**config.mk**
```make
export PLATFORM = sky130hd
export DESIGN_NAME = digit_scan_controller
export DESIGN_NICKNAME = d
export VERILOG_FILES = /design/src/rtl/digit_scan_pkg.sv /design/src/rtl/scan_slot_timer.sv /design/src/rtl/digit_scan_controller.sv
export SDC_FILE = /design/constraint.sdc
export NUM_CORES = 1
export LEC_CHECK = 0
export CAP_MARGIN = 20
export CORE_MARGIN = 3
export CORE_UTILIZATION = 55
export CTS_CLUSTER_DIAMETER = 60
export DETAILED_ROUTE_END_ITERATION = 16
export GPL_TIMING_DRIVEN = 0
export PLACE_DENSITY_LB_ADDON = 0.2
export SLEW_MARGIN = 40
export SYNTH_ARGS = -nofsm -noshare
export SYNTH_HDL_FRONTEND = slang
export SYNTH_SLANG_ARGS = --single-unit
```
**constraint.sdc**
```tcl
create_clock -name clk -period 2.47 [get_ports clk]
set_input_delay 0.247 -clock clk [delete_from_list [all_inputs] [get_ports clk]]
set_output_delay 0.247 -clock clk [all_outputs]
set_load 0.01 [all_outputs]
```
**src/rtl/digit_scan_pkg.sv**
```systemverilog
// Shared types and slot-selection helpers for the digit scan controller.
package digit_scan_pkg;

  typedef enum logic [1:0] {
    IDLE   = 2'd0,
    ACTIVE = 2'd1,
    GAP    = 2'd2
  } scan_state_t;

  typedef struct packed {
    logic       valid;
    logic [1:0] idx;
  } slot_sel_t;

  // Next non-skipped slot after cur, ascending with wrap 3->0.
  // cur itself is the last candidate, so a single enabled slot re-selects itself.
  // Calling with cur=3 yields the lowest non-skipped slot.
  function automatic slot_sel_t next_slot(input logic [1:0] cur, input logic [3:0] skip);
    slot_sel_t  r;
    logic [1:0] c;
    r.valid = 1'b0;
    r.idx   = cur;
    // Walk from the farthest candidate to the nearest so the nearest wins.
    for (int k = 4; k >= 1; k--) begin
      c = cur + k[1:0];
      if (!skip[c]) begin
        r.valid = 1'b1;
        r.idx   = c;
      end
    end
    return r;
  endfunction

  // Highest-indexed non-skipped slot; frame_done is raised at the end of it.
  function automatic logic [1:0] last_slot(input logic [3:0] skip);
    logic [1:0] r;
    r = 2'd0;
    for (int i = 0; i < 4; i++) begin
      if (!skip[i]) r = i[1:0];
    end
    return r;
  endfunction

endpackage

```
**src/rtl/scan_slot_timer.sv**
```systemverilog
// Cycle counter shared by the ACTIVE and GAP phases. Counts 0..target and
// parks there (no wrap); load restarts it at 0. target is the duration minus
// one, so a full 2^CNT_W-cycle duration still fits in CNT_W bits.
module scan_slot_timer #(
  parameter int CNT_W = 8
) (
  input  logic             clk,
  input  logic             rst,
  input  logic             load,
  input  logic [CNT_W-1:0] target,
  output logic [CNT_W-1:0] cnt,
  output logic             done
);

  logic [CNT_W-1:0] cnt_q;

  assign cnt  = cnt_q;
  assign done = (cnt_q == target);

  // Advance the count until the target is reached; load restarts from zero.
  always_ff @(posedge clk or posedge rst) begin
    if (rst) begin
      cnt_q <= '0;
    end else if (load) begin
      cnt_q <= '0;
    end else if (!done) begin
      cnt_q <= cnt_q + CNT_W'(1);
    end
  end

endmodule

```
**src/rtl/digit_scan_controller.sv**
```systemverilog
// Scan engine driving a 2-to-4 decoder: steps through non-skipped slots,
// holding en high SLOT_CYCLES per slot with GAP_CYCLES of blanking between.
// Every output is registered and computed from the next state, so the
// address only moves on the edge where en rises (or into IDLE).
module digit_scan_controller
  import digit_scan_pkg::*;
#(
  parameter int SLOT_CYCLES = 4,
  parameter int GAP_CYCLES  = 1,
  parameter int CNT_W       = 8
) (
  input  logic       clk,
  input  logic       rst,
  input  logic       start,
  input  logic       stop,
  input  logic [3:0] skip,
  output logic       A,
  output logic       B,
  output logic       en,
  output logic       busy,
  output logic       frame_done
);

  localparam logic [CNT_W-1:0] SLOT_M1 = CNT_W'(SLOT_CYCLES - 1);
  localparam logic [CNT_W-1:0] GAP_M1  = (GAP_CYCLES == 0) ? '0 : CNT_W'(GAP_CYCLES - 1);
  localparam bit               HAS_GAP = (GAP_CYCLES != 0);

  scan_state_t      state_q, state_d;
  logic [1:0]       slot_q, slot_d;
  logic [1:0]       last_q, last_d;
  logic             a_q, b_q, en_q, busy_q, fd_q;
  logic             a_d, b_d, en_d, busy_d, fd_d;
  logic             sel;
  logic             load;
  logic [CNT_W-1:0] tmr_cnt, cnt_next, tmr_target;
  logic             tmr_done;
  slot_sel_t        first_sel, next_sel;

  assign first_sel  = next_slot(2'd3, skip);
  assign next_sel   = next_slot(slot_q, skip);
  assign tmr_target = (state_q == GAP) ? GAP_M1 : SLOT_M1;

  scan_slot_timer #(.CNT_W(CNT_W)) u_timer (
    .clk    (clk),
    .rst    (rst),
    .load   (load),
    .target (tmr_target),
    .cnt    (tmr_cnt),
    .done   (tmr_done)
  );

  // FSM next state and slot selection; skip is only looked at when a slot is chosen.
  always_comb begin
    state_d = state_q;
    slot_d  = slot_q;
    last_d  = last_q;
    sel     = 1'b0;
    case (state_q)
      IDLE: begin
        if (start && !stop && first_sel.valid) begin
          state_d = ACTIVE;
          slot_d  = first_sel.idx;
          last_d  = last_slot(skip);
          sel     = 1'b1;
        end
      end
      ACTIVE, GAP: begin
        if (stop) begin
          state_d = IDLE;
        end else if (tmr_done) begin
          if (state_q == ACTIVE && HAS_GAP) begin
            state_d = GAP;
          end else if (next_sel.valid) begin
            state_d = ACTIVE;
            slot_d  = next_sel.idx;
            last_d  = last_slot(skip);
            sel     = 1'b1;
          end else begin
            state_d = IDLE;
          end
        end
      end
      default: state_d = IDLE;
    endcase
  end

  // Timer restarts on any state change or new slot, and stays cleared in IDLE.
  assign load     = sel || (state_d != state_q) || (state_q == IDLE);
  assign cnt_next = load ? '0 : (tmr_cnt + CNT_W'(1));

  // Output values for the coming cycle, derived from the next state.
  always_comb begin
    busy_d = (state_d != IDLE);
    en_d   = (state_d == ACTIVE);
    a_d    = busy_d & slot_d[1];
    b_d    = busy_d & slot_d[0];
    fd_d   = en_d && (slot_d == last_d) && (cnt_next == SLOT_M1);
  end

  // State and output registers; reset clears everything without a clock.
  always_ff @(posedge clk or posedge rst) begin
    if (rst) begin
      state_q <= IDLE;
      slot_q  <= 2'd0;
      last_q  <= 2'd0;
      a_q     <= 1'b0;
      b_q     <= 1'b0;
      en_q    <= 1'b0;
      busy_q  <= 1'b0;
      fd_q    <= 1'b0;
    end else begin
      state_q <= state_d;
      slot_q  <= slot_d;
      last_q  <= last_d;
      a_q     <= a_d;
      b_q     <= b_d;
      en_q    <= en_d;
      busy_q  <= busy_d;
      fd_q    <= fd_d;
    end
  end

  assign A          = a_q;
  assign B          = b_q;
  assign en         = en_q;
  assign busy       = busy_q;
  assign frame_done = fd_q;

endmodule

```
==> flow_summary.json <==
{
  "outcome": "finished clean",
  "antenna_found_initial": 0,
  "ant_nets": 0,
  "grt_pass1_vias": 1051,
  "cts_sinks": 19,
  "fin_cells": 187,
  "ir_drop_uv": 583,
  "grt_pass1_wl_microns": 4730,
  "num_rows": 16,
  "worst_slew_pin_slew_ns": 0.698,
  "multi_input_area_sq_um": 776,
  "clockBufferDepth": 2,
  "hpwlAfterDp_microns": 2100,
  "root_buffer": "clkbuf_4",
  "ys_async_sr_fraction": 1.00,
  "skew_ns": 0.00225,
  "ff2ff_path_depth": 8,
  "timing.final.crit_share": 0.950,
  "gp_congestion": 0.908,
  "grt_usage": 0.230,
  "cp-end-kind": "flop",
  "firstDrtPassIters": 4,
  "synth-seq-cells": 19,
  "wl_microns": 2870,
  "synth_area_sq_um": 1270,
  "dp.cells": 177,
  "power_density_nw_per_um2": 762,
  "avgViaCountPerCell": 5.94,
  "synth_cell_types": 49,
  "required_ns": 2.71,
  "setup_violations": 0,
  "yosysSeqAreaShare": 0.373,
  "cap_violations": 0,
  "pre_cts_slack_ns": -0.102,
  "cts_hold_buffers": 0,
  "clk_latency_ns": 0.30,
  "syn_nets": 151,
  "rrSetupSlack_ns": 0.12,
  "portBuffers": 12,
  "mostFrequentLayoutCells": "17 x dfrtp_1, 15 x nor2_1, 13 x nand2_1",
  "num_antenna_cells": 0,
  "n_fill_cell": 161,
  "report.final.slew_viol_count": 0,
  "cp.arrival_ns": 2.58,
  "path_clk_slew_ns": 0.10,
  "avgRoutedWirePerCell_microns": 15.3,
  "post-route-min-period_ns": 2.35,
  "fin_ws_ns": 0.123,
  "vias": 1110,
  "synth_edf_count": 0,
  "die_y_microns": 54.1,
  "cts_tree": "built",
  "setup.worst_path.start_class": "flop",
  "fmax_mhz": 426,
  "hold_viol": 0,
  "die_x_microns": 54.1,
  "worstReg2RegEnd": "frame_done",
  "final_common_cell": "dfrtp_1",
  "syn_avg_cell_area_sq_um": 9.23,
  "ys.flop_type": "dfrtp_1",
  "crit_type": "flop to flop",
  "seqCellArea_sq_um": 478,
  "p_leak_uw": 0.000691,
  "drt_iter0_drc": 37,
  "numCtsBuffers": 3,
  "htree_levels": 1,
  "syn_to_final_growth_pct": 19.4,
  "drive_gt1_frac": 0.163,
  "overflow": 0,
  "grt_max_degree": 20,
  "slew_headroom": 0.534,
  "nets": 174,
  "remaining_drc_errors": 0,
  "io_pins": 13,
  "dieArea_sq_um": 2930,
  "worstPathMaxFanout": 7,
  "whs_ns": 0.340,
  "r2r-start": "state_q[1]",
  "core_sq_um": 2080,
  "synthCells": 138,
  "yosys_warnings": 0,
  "initial_core_util": 0.612,
  "hp-class": "input pin to asynchronous set/reset pin"
}
stage by stage:
step / utilization / total power (uW) / TNS [ns] / instance area [sq um]
6_report: 0.731 / 1160 / 0 / 1520
5_1_grt: 0.731 / 1240 / -0.0303 / 1520
4_1_cts: 0.701 / 1140 / 0 / 1460
3_5_place_dp: 0.686 / 973 / -0.840 / 1430
3_3_place_gp: 0.686 / 952 / -0.639 / 1430
2_1_floorplan: - / 804 / 0 / 1270
state kept, by name (all words and copies together), names as in the netlist:
| signal | flops |
|---|---|
| en | 1 |
| frame_done | 1 |
| u_timer.cnt | 8 |
| busy | 1 |
| A | 1 |
| state_q | 2 |
| last_q | 2 |
| slot_q | 2 |
| B | 1 |
cells by family after synthesis:
| logic type | after synthesis | share of synthesized area |
|---|---|---|
| and+or+nand+nor | 63 | 0.268 |
| AOI/OAI and AO/OA | 29 | 0.193 |
| DFF | 19 | 0.373 |
| xor gates and xnor gates | 10 | 0.0688 |
| buffers and inverters | 10 | 0.0324 |
| adders and majority gates | 5 | 0.0491 |
| muxes | 2 | 0.0157 |
what timing repair did:
item,4_1_cts,5_1_grt
resized for setup,1,4
buffers inserted,0,6
endpoints found under the setup margin,10,11
pin swaps,0,1
worst max path at each step:
stage	from	end	slack (ns)	depth (start not counted)
2_1_floorplan	state_q[0]	u_timer.cnt[0]	0.27	8
3_3_place_gp	skip[0]	u_timer.cnt[1]	-0.09	7
3_5_place_dp	skip[3]	u_timer.cnt[0]	-0.10	7
4_1_cts	state_q[1]	frame_done	0.05	8
5_1_grt	state_q[1]	u_timer.cnt[0]	-0.01	8
6_report	state_q[1]	frame_done	0.12	8
cell type report:
| cell class | count | share of cell area |
|---|---|---|
| Multi-Input combinational cell | 109 | 0.510 |
| Clock buffer | 3 | 0.0148 |
| Buffer | 2 | 0.00740 |
| Sequential cell | 19 | 0.314 |
| Timing Repair Buffer | 18 | 0.109 |
| Inverter | 8 | 0.0197 |
| Tap cell | 27 | 0.0222 |
| Clock inverter | 1 | 0.00329 |
cell usage after synthesis, drive strengths merged, types with 2 or more instances:
cell,count,share of area
nor3,3,0.016
inv,8,0.024
a31oi,3,0.015
o21ai,5,0.020
o211ai,4,0.038
a21o,2,0.013
and2,3,0.015
and3,3,0.016
and2b,2,0.013
xor2,5,0.034
nand2,13,0.038
o31ai,2,0.012
mux2i,2,0.016
xnor2,5,0.034
nor2,15,0.044
ha,5,0.049
dfrtp,19,0.37
nor2b,3,0.015
nor4b,3,0.021
o21bai,2,0.012
a32o,2,0.016
nand3,10,0.039
critical path, cell delays in order (launching register included):
cell and delay [ns]:
dfrtp_2 0.43, inv_1 0.09, ha_1 0.28, and2b_1 0.19
or4_4 0.45, a2111oi_4 0.36, o211ai_2 0.15, xor2_1 0.19
nor3_2 0.15
metal layers:
| metal | share of wire | vias to the layer above | GRT usage |
|---|---|---|---|
| li1 | - | 543 | - |
| met1 | 0.45 | 534 | 0.278 |
| met2 | 0.49 | 26 | 0.376 |
| met3 | 0.040 | 7 | 0.0637 |
| met4 | 0.018 | 0 | 0.0996 |
| met5 | 0 | - | 0 |
power by group:
group	internal, uW	switching (uW)
registers	383	65.1
logic	252	303
clock network	60.5	95.8
total	695	464
Power figures use the tool's default switching activity.
